--- src/rtl/seq_pkg.sv ---
// Shared types and helpers for the multi-state sequencer and its prescaler.
package seq_pkg;

  typedef enum logic [1:0] {
    SEQ_IDLE   = 2'd0,
    SEQ_ACTIVE = 2'd1,
    SEQ_GUARD  = 2'd2
  } seq_state_e;

  // Bits needed to hold 0..n-1, never less than one.
  function automatic int idx_width(input int n);
    return (n <= 2) ? 1 : $clog2(n);
  endfunction

endpackage

--- src/rtl/seq_prescaler.sv ---
// Tick generator: counts 0..PRESCALE-1 and flags the last count; clear holds it at zero.
module seq_prescaler
  import seq_pkg::*;
#(
  parameter int PRESCALE = 40
) (
  input  logic clk,
  input  logic reset,
  input  logic clear,
  output logic tick
);

  localparam int CNT_W = idx_width(PRESCALE);
  localparam logic [CNT_W-1:0] LAST = CNT_W'(PRESCALE - 1);

  logic [CNT_W-1:0] count;

  // NOTE: sequential state uses non-blocking assignments so every flop samples pre-edge values.
  always_ff @(posedge clk) begin
    if (reset || clear) begin
      count <= '0;
    end else if (count == LAST) begin
      count <= '0;
    end else begin
      count <= count + 1'b1;
    end
  end

  assign tick = !clear && (count == LAST);

endmodule

--- src/rtl/multi_state_sequencer.sv ---
// NUM_STATES-step sequencer with programmable per-state dwell in prescaled ticks.
// Define SEQ_GUARD_EN to insert GUARD_TICKS dead-time ticks between states.
module multi_state_sequencer
  import seq_pkg::*;
#(
  parameter int NUM_STATES    = 4,
  parameter int PRESCALE      = 40,
  parameter int DWELL_W       = 16,
  parameter int DEFAULT_DWELL = 1,
  parameter int GUARD_TICKS   = 1,
  localparam int IDX_W        = idx_width(NUM_STATES)
) (
  input  logic                  clk,
  input  logic                  reset,
  input  logic                  run,
  input  logic                  single_shot,
  input  logic                  cfg_we,
  input  logic [IDX_W-1:0]      cfg_addr,
  input  logic [DWELL_W-1:0]    cfg_data,
  output logic [IDX_W-1:0]      state,
  output logic [NUM_STATES-1:0] state_onehot,
  output logic                  state_strobe,
  output logic                  cycle_done,
  output logic                  busy
);

  seq_state_e         fsm;
  logic [DWELL_W-1:0] dwell [NUM_STATES];
  logic [DWELL_W-1:0] dwell_cnt;
  logic               ss_latched;
  logic               done_lock;
  logic               tick;
  logic               last_idx;
  logic [IDX_W-1:0]   next_idx;

`ifdef SEQ_GUARD_EN
  localparam int GUARD_W = idx_width(GUARD_TICKS);
  localparam logic [GUARD_W-1:0] GUARD_LAST = GUARD_W'(GUARD_TICKS - 1);
  logic [GUARD_W-1:0] guard_cnt;
`else
  localparam int unused_guard_ticks = GUARD_TICKS;
`endif

  seq_prescaler #(
    .PRESCALE(PRESCALE)
  ) u_prescaler (
    .clk  (clk),
    .reset(reset),
    .clear(fsm == SEQ_IDLE),
    .tick (tick)
  );

  function automatic logic [NUM_STATES-1:0] decode(input logic [IDX_W-1:0] i);
    return NUM_STATES'(1) << i;
  endfunction

  assign last_idx = (state == IDX_W'(NUM_STATES - 1));
  assign next_idx = last_idx ? '0 : state + 1'b1;

  // NOTE: the dwell file is a small register array, so it is reset explicitly to a known default.
  always_ff @(posedge clk) begin
    if (reset) begin
      for (int i = 0; i < NUM_STATES; i++) begin
        dwell[i] <= DWELL_W'(DEFAULT_DWELL);
      end
    end else if (cfg_we && (int'(cfg_addr) < NUM_STATES)) begin
      dwell[cfg_addr] <= cfg_data;
    end
  end

  // done_lock keeps a finished single-shot run idle until run is dropped.
  always_ff @(posedge clk) begin
    if (reset) begin
      fsm          <= SEQ_IDLE;
      state        <= '0;
      state_onehot <= '0;
      state_strobe <= 1'b0;
      cycle_done   <= 1'b0;
      busy         <= 1'b0;
      dwell_cnt    <= '0;
      ss_latched   <= 1'b0;
      done_lock    <= 1'b0;
`ifdef SEQ_GUARD_EN
      guard_cnt    <= '0;
`endif
    end else begin
      state_strobe <= 1'b0;
      cycle_done   <= 1'b0;
      if (!run) begin
        fsm          <= SEQ_IDLE;
        state        <= '0;
        state_onehot <= '0;
        busy         <= 1'b0;
        done_lock    <= 1'b0;
      end else begin
        case (fsm)
          SEQ_IDLE: begin
            if (!done_lock) begin
              fsm          <= SEQ_ACTIVE;
              state        <= '0;
              state_onehot <= decode('0);
              state_strobe <= 1'b1;
              busy         <= 1'b1;
              dwell_cnt    <= dwell[0];
              ss_latched   <= single_shot;
            end
          end
          SEQ_ACTIVE: begin
            if (tick) begin
              if (dwell_cnt != '0) begin
                dwell_cnt <= dwell_cnt - 1'b1;
              end else begin
                if (last_idx) cycle_done <= 1'b1;
                if (last_idx && ss_latched) begin
                  fsm          <= SEQ_IDLE;
                  state        <= '0;
                  state_onehot <= '0;
                  busy         <= 1'b0;
                  done_lock    <= 1'b1;
                end else begin
`ifdef SEQ_GUARD_EN
                  fsm          <= SEQ_GUARD;
                  state_onehot <= '0;
                  guard_cnt    <= GUARD_LAST;
`else
                  state        <= next_idx;
                  state_onehot <= decode(next_idx);
                  state_strobe <= 1'b1;
                  dwell_cnt    <= dwell[next_idx];
`endif
                end
              end
            end
          end
`ifdef SEQ_GUARD_EN
          SEQ_GUARD: begin
            if (tick) begin
              if (guard_cnt != '0) begin
                guard_cnt <= guard_cnt - 1'b1;
              end else begin
                fsm          <= SEQ_ACTIVE;
                state        <= next_idx;
                state_onehot <= decode(next_idx);
                state_strobe <= 1'b1;
                dwell_cnt    <= dwell[next_idx];
              end
            end
          end
`endif
          default: begin
            fsm          <= SEQ_IDLE;
            state        <= '0;
            state_onehot <= '0;
            busy         <= 1'b0;
          end
        endcase
      end
    end
  end

endmodule

--- config.mk ---
export PLATFORM = sky130hd
export DESIGN_NAME = multi_state_sequencer
export DESIGN_NICKNAME = d
export VERILOG_FILES = /design/src/rtl/seq_pkg.sv /design/src/rtl/seq_prescaler.sv /design/src/rtl/multi_state_sequencer.sv
export SDC_FILE = /design/constraint.sdc
export NUM_CORES = 1
export LEC_CHECK = 0
export CORE_AREA = 2 2 106 108
export CTS_CLUSTER_DIAMETER = 60
export DETAILED_ROUTE_END_ITERATION = 12
export DIE_AREA = 0 0 108 110
export SLEW_MARGIN = 0
export SYNTH_ARGS = -nofsm -noshare
export SYNTH_HDL_FRONTEND = slang
export SYNTH_HIERARCHICAL = 1
export SYNTH_SLANG_ARGS = --single-unit
--- constraint.sdc ---
create_clock -name clk -period 6.4 [get_ports clk]
set_input_delay 1.28 -clock clk [delete_from_list [all_inputs] [get_ports clk]]
set_output_delay 1.28 -clock clk [all_outputs]
set_load 0.03 [all_outputs]
==> impl_metrics.tcl <==
set metrics [dict create \
    worst-endpoint-required_ns 6.47 \
    grt_pass1_wl_um 17700 \
    floorplan.die.width_um 108 \
    synth_edf_count 64 \
    outcome "complete, no violations" \
    critPathMaxFanout 18 \
    cts.sinks 97 \
    clock-skew-final_ns 0.00988 \
    grt_pass1_vias 3297 \
    slowest_stage "or2_2" \
    ant_nets 0 \
    synth_largest_area_cell "edfxtp_1" \
    drtIter0Drc 220 \
    dp.cells 575 \
    grt_max_degree 34 \
    timing.critical_path.mode_cell "buf_4" \
    routedWlPerCell_um 18.5 \
    reg2reg_from "dwell_cnt[3]" \
    fillCellCount 979 \
    drc 0 \
    finalHoldViolCount 0 \
    synth.avg_cell_area_sq_um 11.4 \
    ys_warn_count 6 \
    grt_usage_pct 19.7 \
    routed_via_density 5.71 \
    arrival_ns 3.44 \
    clkLatencyLatePin_ns 0.37 \
    power_density_nw_per_um2 254 \
    cts.htree.levels 3 \
    drv_slew 0 \
    r2r_cells 5 \
    syn-instance-count 415 \
    setup_ws_ns 3.02 \
    numPortBuffers 31 \
    slowest_delay_ns 0.48 \
    dieHeight_um 110 \
    post-dp-hpwl_um 7450 \
    start_kind "input pin" \
    path_cells "clkdlybuf4s50_1 > buf_4 > clkinv_1 > nand2_1 > nor3b_1 > buf_4 > or2_2" \
    syn_area_sq_um 4750 \
    hold_start "state_onehot[2]" \
    routabilityCongestion 0.779 \
    hold_class "register to register" \
    hold_depth 2 \
    start_util_pct 44.4 \
    max_cap_violations 0 \
    antenna_found_initial 0 \
    yosys.area.top_type_share_pct 40.5 \
    drt_wl_total_um 11000 \
    cts_hold_buffers 0 \
    ios 32 \
    synth_cell_types 51 \
    final_common_cell "edfxtp_1" \
    drive_gt1_share_pct 12.0 \
    die_area_sq_um 11900 \
    pre_cts_ws_ns 2.62 \
    ff2ff_setup_slack_ns 3.37 \
    vias 3376 \
    fmax_mhz 296 \
    postSynth.asyncResetShare_pct 0 \
    period_share_pct 52.8 \
    cts_tree "done" \
    grt_setup_unrepaired "no" \
    post-route-util_pct 51.0 \
    path_class "input pin to register" \
    final-setup-viol-count 0 \
    ir_worst_vdd_mv 0.145 \
    cts_resized 0 \
    fin_crit_ns 3.38 \
    slew_headroom_pct 28.8 \
    finalSetupTns_ns 0 \
    finalNetCount 477 \
    ys_ff_latch 97 \
    worst_slew_pin_slew_ns 1.06 \
    ys.flop_type "edfxtp_1" \
    seq_area_frac_synth_pct 54.4 \
    cts_setup_buffers 0 \
    rows 38 \
    diodes 0 \
    grt-ovfl-total 0 \
    reg2reg_to "dwell_cnt[6]" \
    synth_nets 446 \
    yosys-top-cells-area "edfxtp_1 (40%), dfxtp_1 (14%), and2_1 (7.9%)" \
    syn_to_final_growth_pct 15.0 \
    p_leak_nw 1.86 \
    multiInputGateArea_sq_um 2050 \
    path_clk_slew_ns 0.09 \
    instances_no_fill 591 \
    core_area_sq_um 10700 \
    whs_endpoint "state_onehot[2]" \
    clockRootBuffer "clkbuf_8" \
    seq_area_sq_um 2580 \
    layout_common_cells "edfxtp_1 (64), and2_1 (60), dfxtp_1 (33)" \
    drtPass1Iterations 5 \
    cp-end-kind "register" \
    cts_buffer_depth 2 \
    cts-buffers-inserted 9 \
]
where the power goes:
| group | leakage, nW | switching (W) | internal (W) |
|---|---|---|---|
| logic | 0.842 | 0.000105 | 0.0000696 |
| registers | 0.895 | 0.0000226 | 0.000709 |
| clock network | 0.120 | 0.000221 | 0.000260 |
| total | 1.86 | 0.000348 | 0.00104 |
per-layer routing:
metal  part of all wire [%]  global-route usage [%]  vias to the layer above  wire (um)
li1                       -                       -                     1610          -
met1                     44                    26.3                     1653       4870
met2                     49                    32.7                      102       5380
met3                    5.0                    3.70                       11        553
met4                    1.4                    6.59                        0        156
met5                      0                       0                        -          0
registers in the layout, summed over array words and instances, names as in the netlist:
signal / cells
state_onehot: 4
u_prescaler/count: 6
state: 2
state_strobe: 1
dwell: 64
busy: 1
cycle_done: 1
ss_latched: 1
dwell_cnt: 16
done_lock: 1
cells in the mapped netlist, drive strengths merged, types with 5 or more instances:
library cell	n
buf	7
o211ai	9
mux4	16
or4	5
a32o	5
inv	7
ha	8
o41ai	6
nor2	25
nand2b	5
nor3	11
o21ai	20
nor4	5
a21oi	28
nand2	25
dfxtp	33
clkbuf	14
and2	60
a211oi	5
edfxtp	64
nand3	15
critical path, delay by kind of cell:
kind / cells / cell delay [ns]
buffers and inverters: 4 / 1.32
and+or+nand+nor: 3 / 0.83
through the flow:
step / hold WS (ns) / power [W] / cell area [sq um]
floorplan: 0.418 / 0.000853 / 4750
global placement: 0.440 / 0.000915 / 5220
detailed placement: 0.449 / 0.000919 / 5220
CTS: 0.471 / 0.00139 / 5460
global route: 0.493 / 0.00144 / 5460
finish: 0.466 / 0.00139 / 5460
area by class of cell:
type | count | area share, %
inverters | 8 | 0.550
flip-flops and latches | 97 | 47.3
well taps | 140 | 3.21
repair buffers | 41 | 7.06
multi-input cells | 289 | 37.5
clock buffers | 9 | 2.27
clock inverters | 7 | 2.13
cell families (layout without fill, tap and decap cells):
| group | Yosys count | in the layout | synth area share (%) |
|---|---|---|---|
| multiplexers | 16 | 16 | 7.59 |
| adder cells (fa/ha/maj) | 8 | 8 | 2.11 |
| XOR/XNOR | 6 | 6 | 1.11 |
| buffers and inverters | 29 | 65 | 2.77 |
| AO/OA/AOI/OAI | 89 | 89 | 12.4 |
| flip-flops | 97 | 97 | 54.4 |
| AND/OR/NAND/NOR | 170 | 170 | 19.6 |
how the worst max path moves through the flow:
stage,cells past startpoint,start,end,slack (ns)
after floorplan,8,state[0],dwell_cnt[4],3.44
after detailed placement,7,reset,dwell[1][4],2.62
after global routing,7,reset,dwell[1][4],2.85
final,7,reset,dwell[1][13],3.02
after global placement,7,reset,dwell[1][1],2.65
after CTS,7,reset,dwell[1][14],3.01
Note: power is estimated with default switching activity, not from simulation.
